### src/rtl/capture_sink.sv
// -----------------------------------------------------------------------------
// capture_sink
//
// Receive-side capture block. Accepts words from an upstream producer over a
// valid/ready handshake and buffers them in a small FIFO. Delivers them in
// order to a downstream consumer. Counts accepted words whose masked bits are
// all set.
//
// Parameters:
//   WIDTH  data word width (1..64)
//   DEPTH  FIFO depth in words (power of two, >= 2)
//   CNT_W  width of match_cnt
//
// Ports:
//   clk         clock, rising edge
//   rst_n       asynchronous active-low reset
//   clr         synchronous clear of FIFO and match_cnt (beats push/pop)
//   in_valid    producer presents in_data
//   in_ready    sink can accept a word this cycle
//   in_data     producer data
//   out_valid   out_data holds the oldest buffered word
//   out_ready   consumer takes out_data this cycle
//   out_data    oldest buffered word
//   match_mask  bits that must all be 1 for a match
//   match_cnt   saturating count of matching accepted words
//   level       current FIFO occupancy
// -----------------------------------------------------------------------------
module capture_sink #(
    parameter int WIDTH = 8,
    parameter int DEPTH = 4,
    parameter int CNT_W = 16
) (
    input  logic                       clk,
    input  logic                       rst_n,
    input  logic                       clr,
    input  logic                       in_valid,
    output logic                       in_ready,
    input  logic [WIDTH-1:0]           in_data,
    output logic                       out_valid,
    input  logic                       out_ready,
    output logic [WIDTH-1:0]           out_data,
    input  logic [WIDTH-1:0]           match_mask,
    output logic [CNT_W-1:0]           match_cnt,
    output logic [$clog2(DEPTH):0]     level
);

    localparam int PTR_W = $clog2(DEPTH);
    localparam int LVL_W = PTR_W + 1;

    // Storage is deliberately left out of reset; only the pointers and level
    // decide what is valid.
    logic [WIDTH-1:0] mem [DEPTH];

    logic [PTR_W-1:0] wr_ptr_reg;
    logic [PTR_W-1:0] rd_ptr_reg;
    logic [LVL_W-1:0] level_reg;
    logic [CNT_W-1:0] cnt_reg;

    logic push;
    logic pop;
    logic is_match;

    // Both flags come straight from the registered level, so out_ready never
    // reaches in_ready combinationally: a pop while full does not free a slot
    // until the following cycle.
    assign in_ready  = (level_reg != LVL_W'(DEPTH));
    assign out_valid = (level_reg != '0);

    assign push     = in_valid && in_ready;
    assign pop      = out_valid && out_ready;
    assign is_match = ((in_data & match_mask) == match_mask);

    assign out_data  = mem[rd_ptr_reg];
    assign level     = level_reg;
    assign match_cnt = cnt_reg;

    // Data array write. A clr cycle drops the presented word.
    always_ff @(posedge clk) begin
        if (push && !clr) begin
            mem[wr_ptr_reg] <= in_data;
        end
    end

    // Control state. DEPTH is a power of two, so pointer wrap is the natural
    // overflow of a PTR_W-bit counter.
    always_ff @(posedge clk or negedge rst_n) begin
        if (!rst_n) begin
            wr_ptr_reg <= '0;
            rd_ptr_reg <= '0;
            level_reg  <= '0;
            cnt_reg    <= '0;
        end else if (clr) begin
            wr_ptr_reg <= '0;
            rd_ptr_reg <= '0;
            level_reg  <= '0;
            cnt_reg    <= '0;
        end else begin
            if (push) begin
                wr_ptr_reg <= wr_ptr_reg + 1'b1;
            end
            if (pop) begin
                rd_ptr_reg <= rd_ptr_reg + 1'b1;
            end
            case ({push, pop})
                2'b10:   level_reg <= level_reg + 1'b1;
                2'b01:   level_reg <= level_reg - 1'b1;
                default: level_reg <= level_reg;
            endcase
            // Saturate at all-ones.
            if (push && is_match && (cnt_reg != '1)) begin
                cnt_reg <= cnt_reg + 1'b1;
            end
        end
    end

endmodule
### config.mk
export PLATFORM = sky130hd
export DESIGN_NAME = capture_sink
export DESIGN_NICKNAME = d
export VERILOG_FILES = /design/src/rtl/capture_sink.sv
export SDC_FILE = /design/constraint.sdc
export NUM_CORES = 1
export LEC_CHECK = 0
export CORE_MARGIN = 3
export CORE_UTILIZATION = 55
export CTS_BUF_LIST = sky130_fd_sc_hd__clkbuf_8
export DETAILED_ROUTE_END_ITERATION = 7
export PLACE_DENSITY = 0.88
export SLEW_MARGIN = 25
export SYNTH_ARGS = -nofsm -noshare
export SYNTH_HDL_FRONTEND = slang
export SYNTH_SLANG_ARGS = --single-unit
### constraint.sdc
create_clock -name clk -period 5.2 [get_ports clk]
set_input_delay 1.04 -clock clk [delete_from_list [all_inputs] [get_ports clk]]
set_output_delay 1.04 -clock clk [all_outputs]
set_load 0.05 [all_outputs]
==> flow_summary.ini, run 1 <==
[run_status]
outcome = completed

[floorplan]
start_util_pct = 58.08
die_area_um2 = 5551
design.portCount = 50
die_w_um = 74.51
core_area_um2 = 4444
die_height_um = 74.51
rows = 24

[timing]
timing_worst_slew_pin_value_ns = 1.010
period_share_pct = 64.29
maxSlewHeadroom_pct = 32.48
skew_ns = 0.008097
period_needed_ns = 3.343
drv_slew = 0
fin_hold_ws_ns = 0.5880
clock.fmax_mhz = 299.1
finalSetupViolations = 0
hold_viol = 0
rsz0062_at_grt = false
layout_setup_ws_ns = 1.857
finalSetupTns_ns = 0

[setup_path]
slowest_stage = clkdlybuf4s50_1
endpoint_kind = primary output
path_max_fanout = 10
slowest_delay_ns = 0.72
cp.arrival_ns = 2.30
crit_required_ns = 4.16
cp_cell_sequence = mux4_2 -> clkdlybuf4s50_1
worstSetupStartpointType = flip-flop
path_buf_inv = 1
setup.worst_path.class = reg2out
crit_family = buffers and inverters

[logic_synthesis]
yosysWarnings = 0
seq_area_frac_synth_pct = 59.52
ys_ff_latch = 55
netlist_area_um2 = 2581
synth.distinct_cells = 39
synthesis.nets = 224
syn_avg_cell_area_um2 = 13.10
synth-xor-area-share_pct = 2.036
yosys.area_share.simple_pct = 15.56
synth_top_family_by_area = simple AND/OR/NAND/NOR gates
syn_inst = 197
synth-compound-area-share_pct = 7.029
synth.mux.area_fraction_pct = 9.113
synthAdderAreaFrac_pct = 3.199

[cts]
clockBufferDepth = 2
cts_tree = done
clock_sinks = 55
worstSkewPairLatency_ns = 0.30
cts_setup_buffers = 0
path_clk_slew_ns = 0.09
htree_levels = 2
cts_hold_buf = 0
root_buffer = clkbuf_8
cts_resized = 0
cts_buffers = 5

[placement]
hpwl_um = 3692
gp_congestion = 0.8244
dp_slack_ns = 1.872
portBuffers = 49

[pwr]
power_density_nw_per_um2 = 411.8
p_int_mw = 0.8672
leakage_nw = 1.150
max-vdd-ir-drop_mv = 0.1562
p_sw_share_pct = 34.41
netSwitchingPower_mw = 0.4549
pwr-share-comb_pct = 34.0
clkPwrFrac_pct = 24.7
power_frac_seq_pct = 41.2
total_power_mw = 1.322

[cells_and_area]
syn_to_final_growth_pct = 24.38
nets = 270
final_util_pct = 72.24
layout-drive-gt1-share_pct = 10.66
largest_register_ffs = 32
antenna_cells = 0
final_cell_mix = clkdlybuf4s50_1 (48), edfxtp_1 (32), dfrtp_1 (23), a21oi_1 (13), nor2_1 (13)
layout_commonest_cell = clkdlybuf4s50_1

[route]
wl_um = 5242
ant_nets = 0
num_vias = 1745
drc_errors = 0
drt-initial-drc-count = 132
wl_per_cell_um = 17.71
firstDrtPassIters = 4
via_per_inst = 5.895

[global_route]
grt_max_degree = 29
grt_usage_pct = 21.02
antenna_found_initial = 0
grt_pass1_vias = 1796
grt_pass1_wl_um = 8714
gr-total-overflow = 0

[hold_path]
hold_path.class = reg2reg

[job]
cap_violations = 0
[worst register-to-register path, cell delays in order (launching register included)]
cell	delay, ns
dfrtp_1	0.49
or3b_1	0.31
nand2_4	0.12
or4_4	0.70
nor4b_1	0.38
mux2_2	0.38
[worst paths after layout]
kind / start / end / slack [ns] / cells after the start
worst max register to register: level[0]$_DFFE_PN0P_ / match_cnt[6]$_DFFE_PN0P_ / 2.72 / 5
worst min-delay path: wr_ptr_reg[1]$_DFFE_PN0P_ / wr_ptr_reg[1]$_DFFE_PN0P_ / 0.59 / 2
min in group asynchronous: rst_n / match_cnt[12]$_DFFE_PN0P_ / 0.70 / 1
worst max-delay path: rd_ptr_reg[0]$_DFFE_PN0P_ / out_data[1] / 1.86 / 2
worst min register to register: wr_ptr_reg[1]$_DFFE_PN0P_ / wr_ptr_reg[1]$_DFFE_PN0P_ / 0.59 / 2
max in group asynchronous: rst_n / match_cnt[13]$_DFFE_PN0P_ / 4.14 / 1
[through the flow]
step	cells	instance area, µm²
after global routing	296	3211
after detailed placement	288	3074
after CTS	296	3211
after global placement	288	3079
final	296	3211
after floorplan	197	2581
[power groups by stage]
stage / clock network [mW] / logic [mW] / registers, mW
3_3_place_gp: 0 / 0.436 / 0.553
6_report: 0.327 / 0.450 / 0.545
5_1_grt: 0.353 / 0.477 / 0.553
3_5_place_dp: 0 / 0.450 / 0.556
4_1_cts: 0.334 / 0.453 / 0.546
2_1_floorplan: 0 / 0.302 / 0.563
[cell usage after synthesis (all sizes together)]
master	number	area share (%)
mux4	8	7.0
nor4b	2	0.68
or3b	2	0.68
dfrtp	23	22
a211o	1	0.39
nor3	1	0.19
o2111ai	1	0.34
buf	6	1.8
o21bai	1	0.29
and2	4	0.97
nand4	5	1.2
edfxtp	32	37
nor2	13	1.9
mux2i	1	0.39
or3	6	1.5
nor3b	1	0.29
clkbuf	5	0.73
fa	1	0.78
nand3	7	1.4
o21ai	5	0.97
nor2b	4	0.97
inv	7	1.0
nor4	3	0.73
and3	1	0.24
nand2b	5	1.2
mux2	4	1.7
o31ai	7	2.0
xor2	3	1.0
ha	5	2.4
xnor2	3	1.0
or4	7	2.2
a21oi	13	2.5
nand2	8	1.5
o22ai	2	0.48
[layer usage]
| layer | part of all wire [%] | vias to the layer above | track usage, % | routed length [µm] |
|---|---|---|---|---|
| li1 | - | 828 | - | - |
| met1 | 43 | 863 | 27.99 | 2262 |
| met2 | 52 | 52 | 36.10 | 2738 |
| met3 | 4.3 | 2 | 4.189 | 223 |
| met4 | 0.32 | 0 | 4.348 | 17 |
| met5 | 0 | - | 0 | 0 |
[area by class of cell]
class	instances	area [µm²]
well taps	52	65.06
fillers	316	1234
flip-flops and latches	55	1536
clock buffers	5	68.82
multi-input cells	124	953.4
repair buffers	50	493.0
inverters	7	26.28
clock inverters	3	67.56
[cells by family after synthesis]
logic type	Yosys count
AOI/OAI and AO/OA	30
xor gates and xnor gates	6
adders and majority gates	6
buffers and inverters	18
DFF	55
muxes	13
and+or+nand+nor	69
Power figures use the tool's default switching activity.
==> inputs of run 2 (changes only) <==
- CORE_UTILIZATION: 55 -> 53
- PLACE_DENSITY: 0.88 -> 0.85
- clock period: 5.2 -> 3.2 ns (I/O delays scaled with it)
==> run 2 against run 1 <==
Sequential cell count stayed put; routed wire length is 2.8% lower; combinational power is 62% higher; critical endpoint is now out_data[2]; utilization is 1.8 points lower; design area is 0.47% lower; clock power is 6.1% higher; clock skew is 0.0043 ns lower; non-clock buffer count is 3 higher; highest routed layer unchanged; cell count is 5.1% higher; sequential share of layout area is 0.22 points higher; worst setup slack worse by 1.7 ns.
==> flow_summary.ini, run 2 (synthesized netlist as in run 1, its figures left out) <==
[cells_and_area]
syn_to_final_growth_pct = 23.80
final-seq-area_um2 = 1536
antenna_cells = 0
layout-drive-gt1-share_pct = 10.57
fin_cells = 311
final_cell_mix = clkdlybuf4s50_1 (49), edfxtp_1 (32), dfrtp_1 (23), a21oi_1 (13), nor2_1 (13)
fillers = 333
largest_register_ffs = 32
final_util_pct = 70.47
layout_commonest_cell = clkdlybuf4s50_1
nets = 273
multi_input_area_um2 = 953.4

[hold_path]
hold_path.class = reg2reg

[pwr]
leakage_nw = 1.142
max-vdd-ir-drop_mv = 0.3629
power_density_nw_per_um2 = 614.1

[cts]
clockBufferDepth = 2
worstSkewPairLatency_ns = 0.30
cts_tree = done
cts_buffers = 5
root_buffer = clkbuf_8
path_clk_slew_ns = 0.09
cts_setup_buffers = 0
clock_sinks = 55
cts_resized = 0
htree_levels = 2
cts_hold_buf = 0

[timing]
period_share_pct = 93.68
timing_worst_slew_pin_value_ns = 0.7278
rsz0062_at_grt = false
finalSetupViolations = 0
period_needed_ns = 2.998
drv_slew = 0
maxSlewHeadroom_pct = 51.06
hold_viol = 0
clock.fmax_mhz = 333.6
fin_hold_ws_ns = 0.5903
skew_ns = 0.003834
finalSetupTns_ns = 0

[global_route]
antenna_found_initial = 0
grt_usage_pct = 19.56
grt_max_degree = 29
grt-busiest-layer = met2
grt_pass1_vias = 1739
grt_util_met3_pct = 3.694
grt_use_met2_pct = 33.46
gr-total-overflow = 0
grt.met1_usage_pct = 25.09
grt_pass1_wl_um = 8259

[setup_path]
slowest_stage = clkdlybuf4s50_1
cp.arrival_ns = 2.36
path_max_fanout = 10
worstSetupStartpointType = flip-flop
path_buf_inv = 1
slowest_delay_ns = 0.74
setup.worst_path.class = reg2out
cp_cell_sequence = mux4_2 -> clkdlybuf4s50_1
endpoint_kind = primary output
crit_family = buffers and inverters
crit_required_ns = 2.56
regToRegSetupSlack_ns = 0.64

[floorplan]
design.portCount = 50
core_area_um2 = 4534
die_area_um2 = 5743
start_util_pct = 56.93
die_height_um = 75.79
rows = 24
die_w_um = 75.79

[route]
firstDrtPassIters = 4
via_per_inst = 5.685
wl_per_cell_um = 16.38
drc_errors = 0
ant_nets = 0
wl_um = 5095
drt-initial-drc-count = 130
num_vias = 1768

[placement]
hpwl_um = 3567
gp_congestion = 0.8418
dp_cells = 304
portBuffers = 49

[job]
cap_violations = 0

[run_status]
outcome = completed
run 2: cell types whose count changed in the layout (fill, tap and decap cells not counted):
cell             change
bufinv_16            -2
buf_4                +3
clkinv_2             +1
clkinvlp_4           -1
buf_2                -1
clkinv_1             +1
clkdlybuf4s50_1      +1
run 2: final timing paths:
kind,startpoint,end,cells after the start
min reg2reg,wr_ptr_reg[1]$_DFFE_PN0P_,wr_ptr_reg[1]$_DFFE_PN0P_,2
min in group asynchronous,rst_n,level[2]$_DFFE_PN0P_,2
min,wr_ptr_reg[1]$_DFFE_PN0P_,wr_ptr_reg[1]$_DFFE_PN0P_,2
max reg2reg,level[0]$_DFFE_PN0P_,match_cnt[7]$_DFFE_PN0P_,5
max in group asynchronous,rst_n,match_cnt[4]$_DFFE_PN0P_,2
max,rd_ptr_reg[0]$_DFFE_PN0P_,out_data[2],2
run 2: per-stage QoR:
step | setup slack [ns] | power (mW) | instance area, µm²
floorplan | 0.5870 | 1.406 | 2581
global placement | 0.3448 | 1.617 | 3118
detailed placement | 0.2457 | 1.640 | 3118
CTS | 0.1612 | 1.986 | 3196
global route | 0.1083 | 2.068 | 3196
finish | 0.2021 | 1.962 | 3196
run 2: area by class of cell:
class	count	area share, %
repair buffers	53	16.29
clock buffers	5	2.153
inverters	7	0.8222
flip-flops and latches	55	48.08
clock inverters	2	0.2741
well taps	65	2.545
multi-input cells	124	29.84
run 2: layer usage:
layer | part of all wire [%] | wire, µm
met2 | 52 | 2647
met1 | 42 | 2153
met5 | 0 | 0
met3 | 4.6 | 236
met4 | 1.1 | 57
run 2: report_power, final:
part,switching (mW),total [mW],internal [mW]
logic,0.434,0.731,0.296
clock network,0.201,0.347,0.146
registers,0.0763,0.884,0.808
run 2: worst reg2reg max path: cells and delay by family (launching register included):
family	cells	cell delay (ns)
and+or+nand+nor	4	1.59
DFF	1	0.48
muxes	1	0.38
==> inputs of run 3 (changes only) <==
- CTS_CLUSTER_SIZE: default -> 10
==> results of run 3 <==
Same layout as run 2: the final DEF is identical, and so are final timing and power.
